===== config.mk =====
export PLATFORM = sky130hd
export DESIGN_NAME = cpu_control_fsm
export DESIGN_NICKNAME = d
export VERILOG_FILES = /design/src/rtl/cpu_control_fsm.sv
export SDC_FILE = /design/constraint.sdc
export NUM_CORES = 1
export LEC_CHECK = 0
export ABC_CLOCK_PERIOD_IN_PS = 5340
export BUFFER_PORTS_ARGS = -buffer_cell sky130_fd_sc_hd__buf_2
export CAP_MARGIN = 15
export CORE_AREA = 2 2 64 66
export CTS_CLUSTER_SIZE = 20
export DETAILED_ROUTE_END_ITERATION = 7
export DIE_AREA = 0 0 66 68
export GPL_TIMING_DRIVEN = 0
export PLACE_DENSITY_LB_ADDON = 0.2
export SYNTH_ARGS = -nofsm -noshare
export SYNTH_HDL_FRONTEND = slang
export SYNTH_SLANG_ARGS = --single-unit

===== constraint.sdc =====
create_clock -name clk -period 5.34 [get_ports clk]
set_input_delay 0.534 -clock clk [delete_from_list [all_inputs] [get_ports clk]]
set_output_delay 0.534 -clock clk [all_outputs]
set_load 0.01 [all_outputs]

===== src/rtl/cpu_control_fsm.sv =====
// cpu_control_fsm: multi-cycle control unit for a 16-bit accumulator-free CPU.
// Walks FETCH -> DECODE -> EXEC -> [MEM] -> [WB] and drives datapath strobes.
// Optional interrupt entry is compiled in when the macro CTRL_IRQ_EN is defined.
module cpu_control_fsm #(
    parameter int unsigned MEM_TIMEOUT = 15,
    parameter logic [15:0] IRQ_VECTOR  = 16'h0004
) (
    input  logic        clk,
    input  logic        rst_n,
    input  logic [15:0] instr_i,
    input  logic        zero_flag_i,
    output logic        mem_req_o,
    output logic        mem_we_o,
    input  logic        mem_ack_i,
    output logic        addr_sel_o,
    output logic        ir_load_o,
    output logic        pc_inc_o,
    output logic        pc_load_o,
    output logic        pc_src_o,
    output logic [2:0]  alu_op_o,
    output logic        rf_we_o,
    output logic [1:0]  rf_src_o,
    input  logic        irq_i,
    output logic        irq_ack_o,
    output logic        halted_o,
    output logic        fault_o,
    output logic [3:0]  state_o
);

    typedef enum logic [3:0] {
        StFetch  = 4'd0,
        StDecode = 4'd1,
        StExec   = 4'd2,
        StMem    = 4'd3,
        StWb     = 4'd4,
        StHalt   = 4'd5,
        StFault  = 4'd6,
        StIrq    = 4'd7
    } state_e;

    localparam logic [3:0] OpNop  = 4'h0;
    localparam logic [3:0] OpAdd  = 4'h1;
    localparam logic [3:0] OpSub  = 4'h2;
    localparam logic [3:0] OpAnd  = 4'h3;
    localparam logic [3:0] OpOr   = 4'h4;
    localparam logic [3:0] OpLdi  = 4'h5;
    localparam logic [3:0] OpLd   = 4'h6;
    localparam logic [3:0] OpSt   = 4'h7;
    localparam logic [3:0] OpBz   = 4'h8;
    localparam logic [3:0] OpJmp  = 4'h9;
    localparam logic [3:0] OpHalt = 4'hF;

    localparam int unsigned    WaitW   = (MEM_TIMEOUT < 1) ? 1 : $clog2(MEM_TIMEOUT + 1);
    localparam logic [WaitW-1:0] WaitMax = WaitW'(MEM_TIMEOUT);

    state_e           state_q, state_d;
    logic [3:0]       op_q, op_d;
    logic [WaitW-1:0] wait_q, wait_d;
    logic             mem_ack_seen;
    logic [2:0]       alu_code;

    logic             mem_req_q, mem_req_d;
    logic             mem_we_q, mem_we_d;
    logic             addr_sel_q, addr_sel_d;
    logic [2:0]       alu_op_q, alu_op_d;
    logic             pc_load_q, pc_load_d;
    logic             pc_src_q, pc_src_d;
    logic             rf_we_q, rf_we_d;
    logic [1:0]       rf_src_q, rf_src_d;
    logic             halted_q, halted_d;
    logic             fault_q, fault_d;
`ifdef CTRL_IRQ_EN
    logic             irq_armed_q, irq_armed_d;
    logic             irq_ack_q, irq_ack_d;
`endif

    // Next-state, opcode latch and memory wait counter.
    always_comb begin
        mem_ack_seen = mem_req_q & mem_ack_i;  // ack without a request is ignored
        state_d      = state_q;
        op_d         = op_q;
        case (state_q)
            StFetch: begin
                if (mem_ack_seen)           state_d = StDecode;
                else if (wait_q == WaitMax) state_d = StFault;
            end
            StDecode: begin
                op_d = instr_i[15:12];
                if (op_d == OpNop)       state_d = StFetch;
                else if (op_d == OpHalt) state_d = StHalt;
                else if (op_d > OpJmp)   state_d = StFault;
                else                     state_d = StExec;
            end
            StExec: begin
                if (op_q == OpLd || op_q == OpSt)       state_d = StMem;
                else if (op_q == OpBz || op_q == OpJmp) state_d = StFetch;
                else                                    state_d = StWb;
            end
            StMem: begin
                if (mem_ack_seen)           state_d = (op_q == OpLd) ? StWb : StFetch;
                else if (wait_q == WaitMax) state_d = StFault;
            end
            StWb, StIrq:     state_d = StFetch;
            StHalt, StFault: state_d = state_q;
            default:         state_d = StFault;
        endcase
`ifdef CTRL_IRQ_EN
        // Interrupts are taken only on entry to FETCH, and once per low-to-high of irq.
        if (state_d == StFetch && state_q != StFetch && irq_i && irq_armed_q) begin
            state_d = StIrq;
        end
        irq_armed_d = irq_armed_q;
        if (state_d == StIrq) irq_armed_d = 1'b0;
        else if (!irq_i)      irq_armed_d = 1'b1;
`endif
        wait_d = wait_q;
        if (state_d != state_q || mem_ack_seen) wait_d = '0;
        else if (mem_req_q)                     wait_d = wait_q + 1'b1;
    end

    // Moore outputs for the state being entered, registered alongside the state.
    always_comb begin
        case (op_d)
            OpAdd:       alu_code = 3'd0;
            OpSub:       alu_code = 3'd1;
            OpAnd:       alu_code = 3'd2;
            OpOr:        alu_code = 3'd3;
            OpLd, OpSt:  alu_code = 3'd4;
            default:     alu_code = 3'd0;
        endcase
        // Request drops once the wait budget is spent; FAULT follows next edge.
        mem_req_d  = (state_d == StFetch || state_d == StMem) && (wait_d != WaitMax);
        mem_we_d   = (state_d == StMem) && (op_d == OpSt);
        addr_sel_d = (state_d == StMem);
        // ALU code held through MEM/WB so address and result stay valid.
        alu_op_d   = (state_d == StExec || state_d == StMem || state_d == StWb) ? alu_code : 3'd0;
        pc_load_d  = (state_d == StExec && (op_d == OpJmp || (op_d == OpBz && zero_flag_i)))
                     || (state_d == StIrq);
        pc_src_d   = (state_d == StIrq);
        rf_we_d    = (state_d == StWb);
        rf_src_d   = 2'd0;
        if (state_d == StWb) begin
            if (op_d == OpLd)       rf_src_d = 2'd1;
            else if (op_d == OpLdi) rf_src_d = 2'd2;
        end
        halted_d   = (state_d == StHalt);
        fault_d    = (state_d == StFault);
`ifdef CTRL_IRQ_EN
        irq_ack_d  = (state_d == StIrq);
`endif
    end

    // State and registered outputs; reset clears everything asynchronously.
    always_ff @(posedge clk or negedge rst_n) begin
        if (!rst_n) begin
            state_q    <= StFetch;
            op_q       <= OpNop;
            wait_q     <= '0;
            mem_req_q  <= 1'b0;
            mem_we_q   <= 1'b0;
            addr_sel_q <= 1'b0;
            alu_op_q   <= 3'd0;
            pc_load_q  <= 1'b0;
            pc_src_q   <= 1'b0;
            rf_we_q    <= 1'b0;
            rf_src_q   <= 2'd0;
            halted_q   <= 1'b0;
            fault_q    <= 1'b0;
`ifdef CTRL_IRQ_EN
            irq_armed_q <= 1'b1;
            irq_ack_q   <= 1'b0;
`endif
        end else begin
            state_q    <= state_d;
            op_q       <= op_d;
            wait_q     <= wait_d;
            mem_req_q  <= mem_req_d;
            mem_we_q   <= mem_we_d;
            addr_sel_q <= addr_sel_d;
            alu_op_q   <= alu_op_d;
            pc_load_q  <= pc_load_d;
            pc_src_q   <= pc_src_d;
            rf_we_q    <= rf_we_d;
            rf_src_q   <= rf_src_d;
            halted_q   <= halted_d;
            fault_q    <= fault_d;
`ifdef CTRL_IRQ_EN
            irq_armed_q <= irq_armed_d;
            irq_ack_q   <= irq_ack_d;
`endif
        end
    end

    // Fetch strobes are qualified by the ack in the same cycle.
    assign ir_load_o  = (state_q == StFetch) & mem_ack_seen;
    assign pc_inc_o   = (state_q == StFetch) & mem_ack_seen;
    assign mem_req_o  = mem_req_q;
    assign mem_we_o   = mem_we_q;
    assign addr_sel_o = addr_sel_q;
    assign alu_op_o   = alu_op_q;
    assign pc_load_o  = pc_load_q;
    assign pc_src_o   = pc_src_q;
    assign rf_we_o    = rf_we_q;
    assign rf_src_o   = rf_src_q;
    assign halted_o   = halted_q;
    assign fault_o    = fault_q;
    assign state_o    = state_q;

`ifdef CTRL_IRQ_EN
    assign irq_ack_o = irq_ack_q;
`else
    assign irq_ack_o = 1'b0;
    logic unused_irq;
    assign unused_irq = irq_i;
`endif

    // Register fields and the vector itself are consumed by the datapath, not here.
    logic [27:0] unused_bits;
    assign unused_bits = {instr_i[11:0], IRQ_VECTOR};

endmodule

# After elaboration in Yosys (flattened, before gate mapping)
# Cells that the tools add are included.
[word_totals] ff_bits=25 input_bits=21 output_inout_bits=20 word_cells=82
[classes] add_sub_neg=1 magnitude_cmp=1 eq_ne=29 muxes=18 bitwise_logic=2 reduce_logical=18
[ops] op="4-bit by 3-bit == test with 1-bit output, second input constant" count=14
[ops] op="4-bit by 2-bit == test with 1-bit output, second input constant" count=6
[ops] op="4-bit == test, second input constant" count=6
[ops] op="4-bit 2-to-1 mux" count=6
[ops] op="4-bit case mux with 6 select lines" count=1
[ops] op="3-bit 2-to-1 mux" count=7
[ops] op="4-bit zero test" count=3
[ops] op="3-bit case mux with 4 select lines" count=1
[ops] op="1-bit logical OR" count=8
[ops] op="2-bit 2-to-1 mux" count=3
[ops] op="2-bit OR reduction" count=3
[ops] op="4-bit by 1-bit adder with 4-bit output, second input constant" count=1
[ops] op="4-bit by 1-bit == test with 1-bit output, second input constant" count=1
[ops] op="4-bit greater-than comparator, second input constant" count=1
[ops] op="1-bit logical AND" count=4
[ops] op="4-bit != test" count=1
[ops] op="4-bit != test, second input constant" count=1
[ops] op="1-bit AND" count=2

# Logic depth before layout (Yosys ltp)
# Gate-level depths: netlist of the first run.
[depth] word_depth=10 depth_mapped=7 depth_no_buf=6

# Worst setup path before layout of the first run
# No wires, ideal clock.
[synth_timing] path_type="register -> register" start="register state_q[3], in the netlist state_o[3]" end="register pc_load_q, in the netlist pc_load_o" setup_ns=0.080 t_arrival_ns=2.021 required_ns=5.260 path_slack_ns=3.238 path_stages_with_launch=8 synth_period_minus_slack_ns=2.102 path_cell_list="dfrtp_1 -> buf_6 -> nor4b_4 -> buf_4 -> mux2i_1 -> inv_1 -> or4b_1 -> nor3_2"
[synth_between] elab_chain_len=7 word_cells_on_any_way=23
[synth_rtl] item="start: declaration" line="56" text="state_e state_q, state_d;"
[synth_rtl] item="start signal: assignment" line="156" text="state_q <= StFetch;"
[synth_rtl] item="start signal: assignment" line="174" text="state_q <= state_d;"
[synth_rtl] item="4-bit by 1-bit == test with 1-bit output (*)" line="82" text="case (state_q)"
[synth_rtl] item="4-bit 2-to-1 mux (*)" line="82"
[synth_rtl] item="net op_d[1]" line="57" text="logic [3:0] op_q, op_d;"
[synth_rtl] item="4-bit == test" line="137" text="pc_load_d = (state_d == StExec && (op_d == OpJmp || (op_d == OpBz && zero_flag_i)))"
[synth_rtl] item="1-bit logical AND" line="137"
[synth_rtl] item="1-bit logical OR (*)" line="137"
[synth_rtl] item="1-bit logical AND (*)" line="137"
[synth_rtl] item="1-bit logical OR (*)" line="138" text="|| (state_d == StIrq);"
[synth_rtl] item="net pc_load_d" line="66" text="logic pc_load_q, pc_load_d;"
[synth_rtl] item="end signal: assignment" line="181" text="pc_load_q <= pc_load_d;"
[synth_rtl] item="end: declaration" line="66"
# The timed path passes the listed nets; every way through them passes the cells marked *.

# Final worst setup path of the first run
[layout_timing] start="register state_q[3], in the netlist state_o[3]" end="output pc_inc_o"
[layout_between] elab_chain_len=2
[layout_rtl] item="4-bit zero test" line="196" text="assign pc_inc_o = (state_q == StFetch) & mem_ack_seen;"
[layout_rtl] item="1-bit AND" line="196"
[layout_rtl] item="end: declaration" line="17" text="output logic pc_inc_o,"
# Every way passes these cells.

==> results of run 1 <==
## sequential cells by signal, indices dropped and copies added, names as in the netlist
| name | flops |
|---|---|
| fault_o | 1 |
| mem_req_o | 1 |
| alu_op_o | 3 |
| halted_o | 1 |
| rf_we_o | 1 |
| addr_sel_o | 1 |
| mem_we_o | 1 |
| state_o | 4 |
| pc_src_o | 1 |
| pc_load_o | 1 |
| op_q | 4 |
| rf_src_o | 2 |
| wait_q | 4 |
## layer usage
layer	part of all wire, %	vias to the layer above
met5	0	-
met4	1.2	0
met3	5.1	4
met2	50	30
met1	44	540
li1	-	567
## cells in the mapped netlist (all sizes together)
master	n	area, µm²
dfrtp	25	625.6
nand2	10	37.54
nor2	10	37.54
a21oi	7	35.03
buf	7	51.30
inv	7	26.28
o21ai	7	35.03
nand3	5	25.02
nor2b	5	31.28
nor3	5	30.03
nor3b	5	48.80
clkbuf	4	15.01
mux2	3	37.53
nand3b	3	22.52
nand4	3	18.77
nand4b	3	26.28
xnor2	3	26.28
xor2	3	26.28
a22oi	2	15.01
and2	2	12.51
and3	2	12.51
nand2b	2	12.51
nor4	2	12.51
o31ai	2	15.01
a2111oi	1	15.01
a21boi	1	7.510
a221oi	1	8.760
a311oi	1	8.760
a31oi	1	6.260
a41o	1	10.01
and3b	1	8.760
conb	1	3.750
ha	1	12.51
mux2i	1	10.01
nor4b	1	23.77
o21bai	1	7.510
o22ai	1	6.260
o41ai	1	8.760
or2	1	6.260
or4	1	7.510
or4b	1	10.01
## metrics by stage
step	power, mW	hold WS, ps	util (%)	instances
floorplan	0.2020	238.4	-	146
global placement	0.2103	548.6	41.17	220
detailed placement	0.2104	559.4	41.17	220
CTS	0.3231	267.3	42.38	224
global route	0.3348	289.4	42.38	224
finish	0.3158	245.2	42.38	224
## report_power, final
part | switching, mW | total, mW | internal, mW | leakage [nW]
clock network | 0.0573 | 0.109 | 0.0520 | 0.0255
registers | 0.000316 | 0.190 | 0.190 | 0.329
logic | 0.0109 | 0.0162 | 0.00532 | 0.399
## layout make-up
| type | count | area [µm²] |
|---|---|---|
| Buffer | 11 | 66.31 |
| Clock buffer | 3 | 41.29 |
| Clock inverter | 1 | 5.005 |
| Fill cell | 400 | 2222 |
| Inverter | 7 | 26.28 |
| Multi-Input combinational cell | 103 | 686.9 |
| Sequential cell | 25 | 625.6 |
| Tap cell | 50 | 62.56 |
| Timing Repair Buffer | 24 | 120.1 |
## kinds of logic after synthesis
logic type | count (synthesis) | share of synthesized area, %
AO/OA/AOI/OAI | 27 | 12.80
AND/OR/NAND/NOR | 62 | 27.49
XOR/XNOR | 6 | 3.761
buffers and inverters | 18 | 6.625
adder cells (fa/ha/maj) | 1 | 0.8951
multiplexers | 4 | 3.402
flip-flops | 25 | 44.76
other | 1 | 0.2683
## worst reg2reg max path, cell delays in order (launching register included)
cell and delay [ps]:
sky130_fd_sc_hd__dfrtp_1 390, sky130_fd_sc_hd__buf_6 150, sky130_fd_sc_hd__nor4b_4 340, sky130_fd_sc_hd__buf_4 240
sky130_fd_sc_hd__mux2i_1 300, sky130_fd_sc_hd__inv_1 90, sky130_fd_sc_hd__or4b_1 560, sky130_fd_sc_hd__nor3_2 120
## how the worst max path moves through the flow
stage,startpoint,to
after CTS,state_o[3]$_DFF_PN0_,pc_inc_o
after global placement,instr_i[14],mem_req_o$_DFF_PN0_
final,state_o[3]$_DFF_PN0_,pc_inc_o
after floorplan,state_o[3]$_DFF_PN0_,pc_load_o$_DFF_PN0_
after global routing,state_o[3]$_DFF_PN0_,pc_load_o$_DFF_PN0_
after detailed placement,state_o[3]$_DFF_PN0_,pc_load_o$_DFF_PN0_
==> out/qor.log, run 1 <==
INFO  run_status     status=complete, no violations
INFO  global_route   vias_in_the_first_global_route=1051
INFO  global_route   globalRouteMet1Util=19.40%
INFO  yosys          synth-warning-count=0
INFO  sta            timing.final.setup_violations=0
INFO  yosys          post_synth.cell_area_avg=9.705µm²
INFO  sta            finalCriticalPeriod=2277ps
INFO  cts            clk_pin_slew_worst_paths=80ps
INFO  detailed_routing final_ant_viol_nets=0
INFO  critical_path  critPathBufInv=3
INFO  cts            tritoncts=yes
INFO  critical_path  worst-path-max-fanout=10
INFO  critical_path  criticalPathCategory=register to output pin
INFO  floorplan      die-area=0.004488mm²
INFO  detailed_routing wire_per_inst=12.94µm
INFO  cts            cts-resized-gates=0
INFO  floorplan      floorplan.die.height=68µm
INFO  critical_path  crit_path_max_incr_delay=390ps
INFO  detailed_routing vias=1141
INFO  final_layout   num-nets-final=197
INFO  detailed_routing vias_per_cell=5.094
INFO  floorplan      rows=23
INFO  critical_path  timing.critical_path.required=4810ps
INFO  placed_design  pre_cts_slack=3092ps
INFO  placed_design  dpl.hpwl=2.226mm
INFO  floorplan      top_level_ports=41
INFO  power          total_leakage_power=0.7532nW
INFO  power          ir_drop_worst_vdd=0.07494mV
INFO  critical_path  end_kind=output pin
INFO  sta            finalHoldViolations=0
INFO  sta            max_clock_freq=0.4392GHz
INFO  floorplan      core_area=0.003856mm²
INFO  yosys          syn_inst=144
INFO  critical_path  worstSetupPathDepth=5
INFO  critical_path  r2r-end=pc_load_o$_DFF_PN0_
INFO  cts            cts_made_buffers=3
INFO  global_route   grt_use_total=14.61%
INFO  yosys          synth.ff_latch_count=25
INFO  final_layout   syn2layout_area_growth=16.92%
INFO  global_route   grtUsageMet2=24.75%
INFO  global_route   largest_net_degree_at_the_start_of_global_routing=26
INFO  critical_path  critical_path.cell_chain=buf_6, or2_2, nor4_1, buf_4, buf_2
INFO  placed_design  place.gp.congestion=0.9457
INFO  cts            worstSkewPairLatency=260ps
INFO  final_layout   drive_above_1_share=24.71%
INFO  global_route   antenna_violations_before_repair=0
INFO  critical_path  timing.critical_path.arrival=1740ps
INFO  cts            clk_root_buffer_cell=sky130_fd_sc_hd__clkbuf_8
INFO  global_route   top_usage_layer=met2
INFO  cts            clock_sinks=25
INFO  detailed_routing detail_route.first_pass.iterations=4
INFO  global_route   grt_overflow_total=0
INFO  sta            fin_worst_skew=3.503ps
INFO  critical_path  worst-r2r-cell-count=7
INFO  sta            setup_slack=3063ps
INFO  flow_run       timing.max_cap.violations=0
INFO  sta            timing.max_slew.rel_slack=57.03%
INFO  final_layout   final_cell_mix=sky130_fd_sc_hd__buf_2, sky130_fd_sc_hd__dfrtp_1, sky130_fd_sc_hd__nor2_1, sky130_fd_sc_hd__nand2_1
INFO  final_layout   layout.cells.most_common=sky130_fd_sc_hd__buf_2
INFO  sta            worst_tran_pin_value=640.2ps
INFO  cts            hold_buffers=0
INFO  worst_hold_path hp-class=input port to async pin
INFO  global_route   grt_util_met3=2.138%
INFO  global_route   global_route_wire_length_before_repair=5.078mm
INFO  cts            postCtsSetupRepairBufs=0
INFO  critical_path  path_delay_family=simple AND/OR/NAND/NOR gates
INFO  sta            final.setup.tns=0ps
INFO  final_layout   n_antenna_cell=0
INFO  cts            cts_max_path_buffers=2
INFO  critical_path  startpoint_type=register
INFO  power          power_per_cell_area=193.3mW/mm²
INFO  detailed_routing detail_route.drc_violations=0
INFO  placed_design  numPortBuffers=24
INFO  detailed_routing wirelength=2.899mm
INFO  sta            final.period_utilization=42.64%
INFO  floorplan      die_span_x=66µm
INFO  sta            final-max-slew-violation-count=0
INFO  yosys          synth_cell_types=46
INFO  detailed_routing dr.first_iter.drc_count=29
INFO  critical_path  r2r_setup_slack=3080ps
INFO  cts            htreeDepth=1
INFO  sta            setup_repair_after_global_routing_missed_its_margin=no
INFO  critical_path  critical-path-slowest-cell=sky130_fd_sc_hd__dfrtp_1
INFO  final_layout   fin_area=0.001634mm²
INFO  placed_design  placement.cell_area=0.001588mm²
INFO  yosys          sequential_to_total_area_share_from_yosys_stat=44.76%
INFO  critical_path  rr_startpoint=state_o[3]$_DFF_PN0_
INFO  floorplan      initial_utilization=36.24%
INFO  yosys          mappedNetlistArea=0.001398mm²
Note: power is estimated with default switching activity, not from simulation.
==> run 2: changes to the inputs <==
Settings changed: ABC_CLOCK_PERIOD_IN_PS 5340 to 2100.
Clock period 5.34 ns to 2.1 ns, I/O delays scaled along.
==> run 2 against run 1 <==
- clock-buffer cell count rose by 1
- utilization rose by 3.3 points
- sequential power increased to 2.5 times the previous value
- sequential cell count unchanged
- critical path type is now register to register
- critical endpoint is now pc_load_o$_DFF_PN0_
==> out/qor.log, run 2 (synthesis results as in run 1) <==
INFO  final_layout   final_cell_mix=sky130_fd_sc_hd__buf_2, sky130_fd_sc_hd__dfrtp_1, sky130_fd_sc_hd__nor2_1, sky130_fd_sc_hd__nand2_1, sky130_fd_sc_hd__buf_4
INFO  sta            fin_worst_skew=4.015ps [+0.5119 ps]
INFO  power          ir_drop_worst_vdd=0.2309mV [+210%]
INFO  global_route   top_usage_layer=met2
INFO  floorplan      floorplan.die.height=68µm [unchanged]
INFO  final_layout   n_antenna_cell=0 [unchanged]
INFO  sta            timing.max_slew.rel_slack=63.60% [+6.6 points]
INFO  cts            cts_max_path_buffers=2 [unchanged]
INFO  floorplan      top_level_ports=41 [unchanged]
INFO  critical_path  r2r-end=pc_load_o$_DFF_PN0_
INFO  critical_path  crit_start=state_o[3]$_DFF_PN0_
INFO  sta            worst_tran_pin_value=545.9ps [-94.28 ps]
INFO  worst_hold_path hp-class=input port to register
INFO  cts            htreeDepth=1 [unchanged]
INFO  critical_path  r2r_setup_slack=60ps [-3020 ps]
INFO  cts            tritoncts=yes
INFO  sta            max_clock_freq=0.4897GHz
INFO  critical_path  end_kind=register
INFO  critical_path  timing.critical_path.to=pc_load_o$_DFF_PN0_
INFO  detailed_routing final_ant_viol_nets=0 [unchanged]
INFO  detailed_routing vias_per_cell=5.091 [about the same]
INFO  global_route   global_route_wire_length_before_repair=5.154mm [+1.5%]
INFO  global_route   grt_util_met3=2.303% [+0.16 points]
INFO  detailed_routing vias=1181 [+3.5%]
INFO  detailed_routing wirelength=3.175mm [+9.5%]
INFO  floorplan      die_span_x=66µm [unchanged]
INFO  final_layout   layout.cells.most_common=sky130_fd_sc_hd__buf_2
INFO  floorplan      initial_utilization=36.24% [unchanged]
INFO  power          totalPowerFinal=0.8230mW [+160%]
INFO  sta            finalHoldWorstSlack=243.5ps [-1.726 ps]
INFO  critical_path  timing.critical_path.required=2300ps [-2510 ps]
INFO  sta            setup_repair_after_global_routing_missed_its_margin=yes
INFO  cts            clk_pin_slew_worst_paths=90ps [about the same]
INFO  power          total_leakage_power=0.8049nW [+6.9%]
INFO  global_route   globalRouteMet1Util=20.37% [+0.97 points]
INFO  cts            worstSkewPairLatency=270ps [about the same]
INFO  floorplan      core_area=0.003856mm² [unchanged]
INFO  critical_path  criticalPathCategory=register to register
INFO  cts            clock_sinks=25 [unchanged]
INFO  global_route   vias_in_the_first_global_route=1060 [+0.86%]
INFO  detailed_routing dr.first_iter.drc_count=64 [+120%]
INFO  placed_design  place.gp.congestion=0.8784 [-7.1%]
INFO  detailed_routing wire_per_inst=13.69µm [+5.7%]
INFO  placed_design  numPortBuffers=24 [unchanged]
INFO  final_layout   syn2layout_area_growth=25.96%
INFO  global_route   largest_net_degree_at_the_start_of_global_routing=26 [unchanged]
INFO  power          power_per_cell_area=467.5mW/mm² [+140%]
INFO  floorplan      die-area=0.004488mm² [unchanged]
INFO  sta            final.period_utilization=97.24%
INFO  final_layout   drive_above_1_share=30.22% [+5.5 points]
INFO  critical_path  rr_startpoint=state_o[3]$_DFF_PN0_
INFO  detailed_routing detail_route.first_pass.iterations=4 [unchanged]
INFO  critical_path  timing.critical_path.arrival=2240ps [+500 ps]
INFO  detailed_routing detail_route.drc_violations=0 [unchanged]
INFO  placed_design  dpl.hpwl=2.226mm [about the same]
INFO  flow_run       timing.max_cap.violations=0 [unchanged]
INFO  floorplan      rows=23 [unchanged]
INFO  global_route   antenna_violations_before_repair=0 [unchanged]
INFO  sta            timing.final.setup_violations=0 [unchanged]
INFO  global_route   grt_use_total=15.20% [+0.59 points]
INFO  sta            finalHoldViolations=0 [unchanged]
INFO  run_status     status=complete, no violations
INFO  critical_path  startpoint_type=register
INFO  critical_path  worst-r2r-cell-count=7 [unchanged]
INFO  final_layout   num-nets-final=205 [+4.1%]
INFO  global_route   grt_overflow_total=0 [unchanged]
INFO  global_route   grtUsageMet2=24.87% [+0.13 points]
INFO  critical_path  worst-path-max-fanout=6 [-4]
INFO  cts            cts_made_buffers=3 [unchanged]
INFO  cts            clk_root_buffer_cell=sky130_fd_sc_hd__clkbuf_8
INFO  sta            finalCriticalPeriod=2042ps
INFO  final_layout   n_fill_cell=388 [-3.0%]
INFO  sta            final-max-slew-violation-count=0 [unchanged]
## run 2: changes by cell type in the layout (fill, tap and decap cells not counted), sizes merged
cell         change
dlygate4sd3      +1
clkbuf           +1
buf              +7
clkinv           -1
## run 2: area by class of cell
| type | instances | area, µm² | share of cell area [%] |
|---|---|---|---|
| multi-input cells | 103 | 735.7 | 41.79 |
| flip-flops and latches | 25 | 625.6 | 35.54 |
| repair buffers | 32 | 195.2 | 11.09 |
| plain buffers | 11 | 70.07 | 3.980 |
| well taps | 50 | 62.56 | 3.554 |
| clock buffers | 4 | 45.04 | 2.559 |
| inverters | 7 | 26.28 | 1.493 |
## run 2: worst min-delay path by stage
stage | start | endpoint | slack [ps] | cells after the start
6_report | mem_ack_i | rf_src_o[0]$_DFF_PN0_ | 240 | 3
4_1_cts | mem_ack_i | rf_src_o[0]$_DFF_PN0_ | 240 | 3
3_3_place_gp | rst_n | alu_op_o[0]$_DFF_PN0_ | 230 | 1
3_5_place_dp | rst_n | alu_op_o[0]$_DFF_PN0_ | 240 | 1
2_1_floorplan | rst_n | addr_sel_o$_DFF_PN0_ | -90 | 0
5_1_grt | mem_ack_i | rf_src_o[0]$_DFF_PN0_ | 260 | 3
## run 2: repair_timing
item                                    in CTS  in global routing
pin swaps                                    1                  4
hold endpoints to repair                    25                  0
buffers inserted                             2                  5
hold buffers                                 1                  0
gates resized for setup                      5                  6
endpoints found under the setup margin       3                 11
## run 2: layer usage
layer | vias up | wire [µm]
li1 | 583 | -
met1 | 570 | 1444
met2 | 23 | 1567
met3 | 5 | 117
met4 | 0 | 46
met5 | - | 0
## run 2: where the power goes
part / internal (mW) / switching [mW]
Clock: 0.136 / 0.153
Sequential: 0.483 / 0.000878
Combinational: 0.0195 / 0.0304
Total: 0.638 / 0.185
## run 2: critical path, stage by stage, from the launching register on
cell	delay, ps
sky130_fd_sc_hd__dfrtp_1	400
sky130_fd_sc_hd__buf_6	140
sky130_fd_sc_hd__nor4b_4	280
sky130_fd_sc_hd__buf_6	170
sky130_fd_sc_hd__mux2i_4	250
sky130_fd_sc_hd__inv_2	50
sky130_fd_sc_hd__or4b_4	550
sky130_fd_sc_hd__nor3_4	120
## run 2: metrics by stage
step | setup WS, ps | util [%] | cell area (µm²) | setup TNS [ps] | instances
6_report | 57.91 | 45.65 | 1760 | 0 | 232
5_1_grt | -51.05 | 45.65 | 1760 | -94.78 | 232
3_3_place_gp | -111.7 | 41.27 | 1592 | -117.2 | 220
4_1_cts | 3.453 | 43.80 | 1689 | 0 | 227
2_1_floorplan | 8.210 | - | 1409 | 0 | 146
3_5_place_dp | -149.0 | 41.27 | 1592 | -149.0 | 220
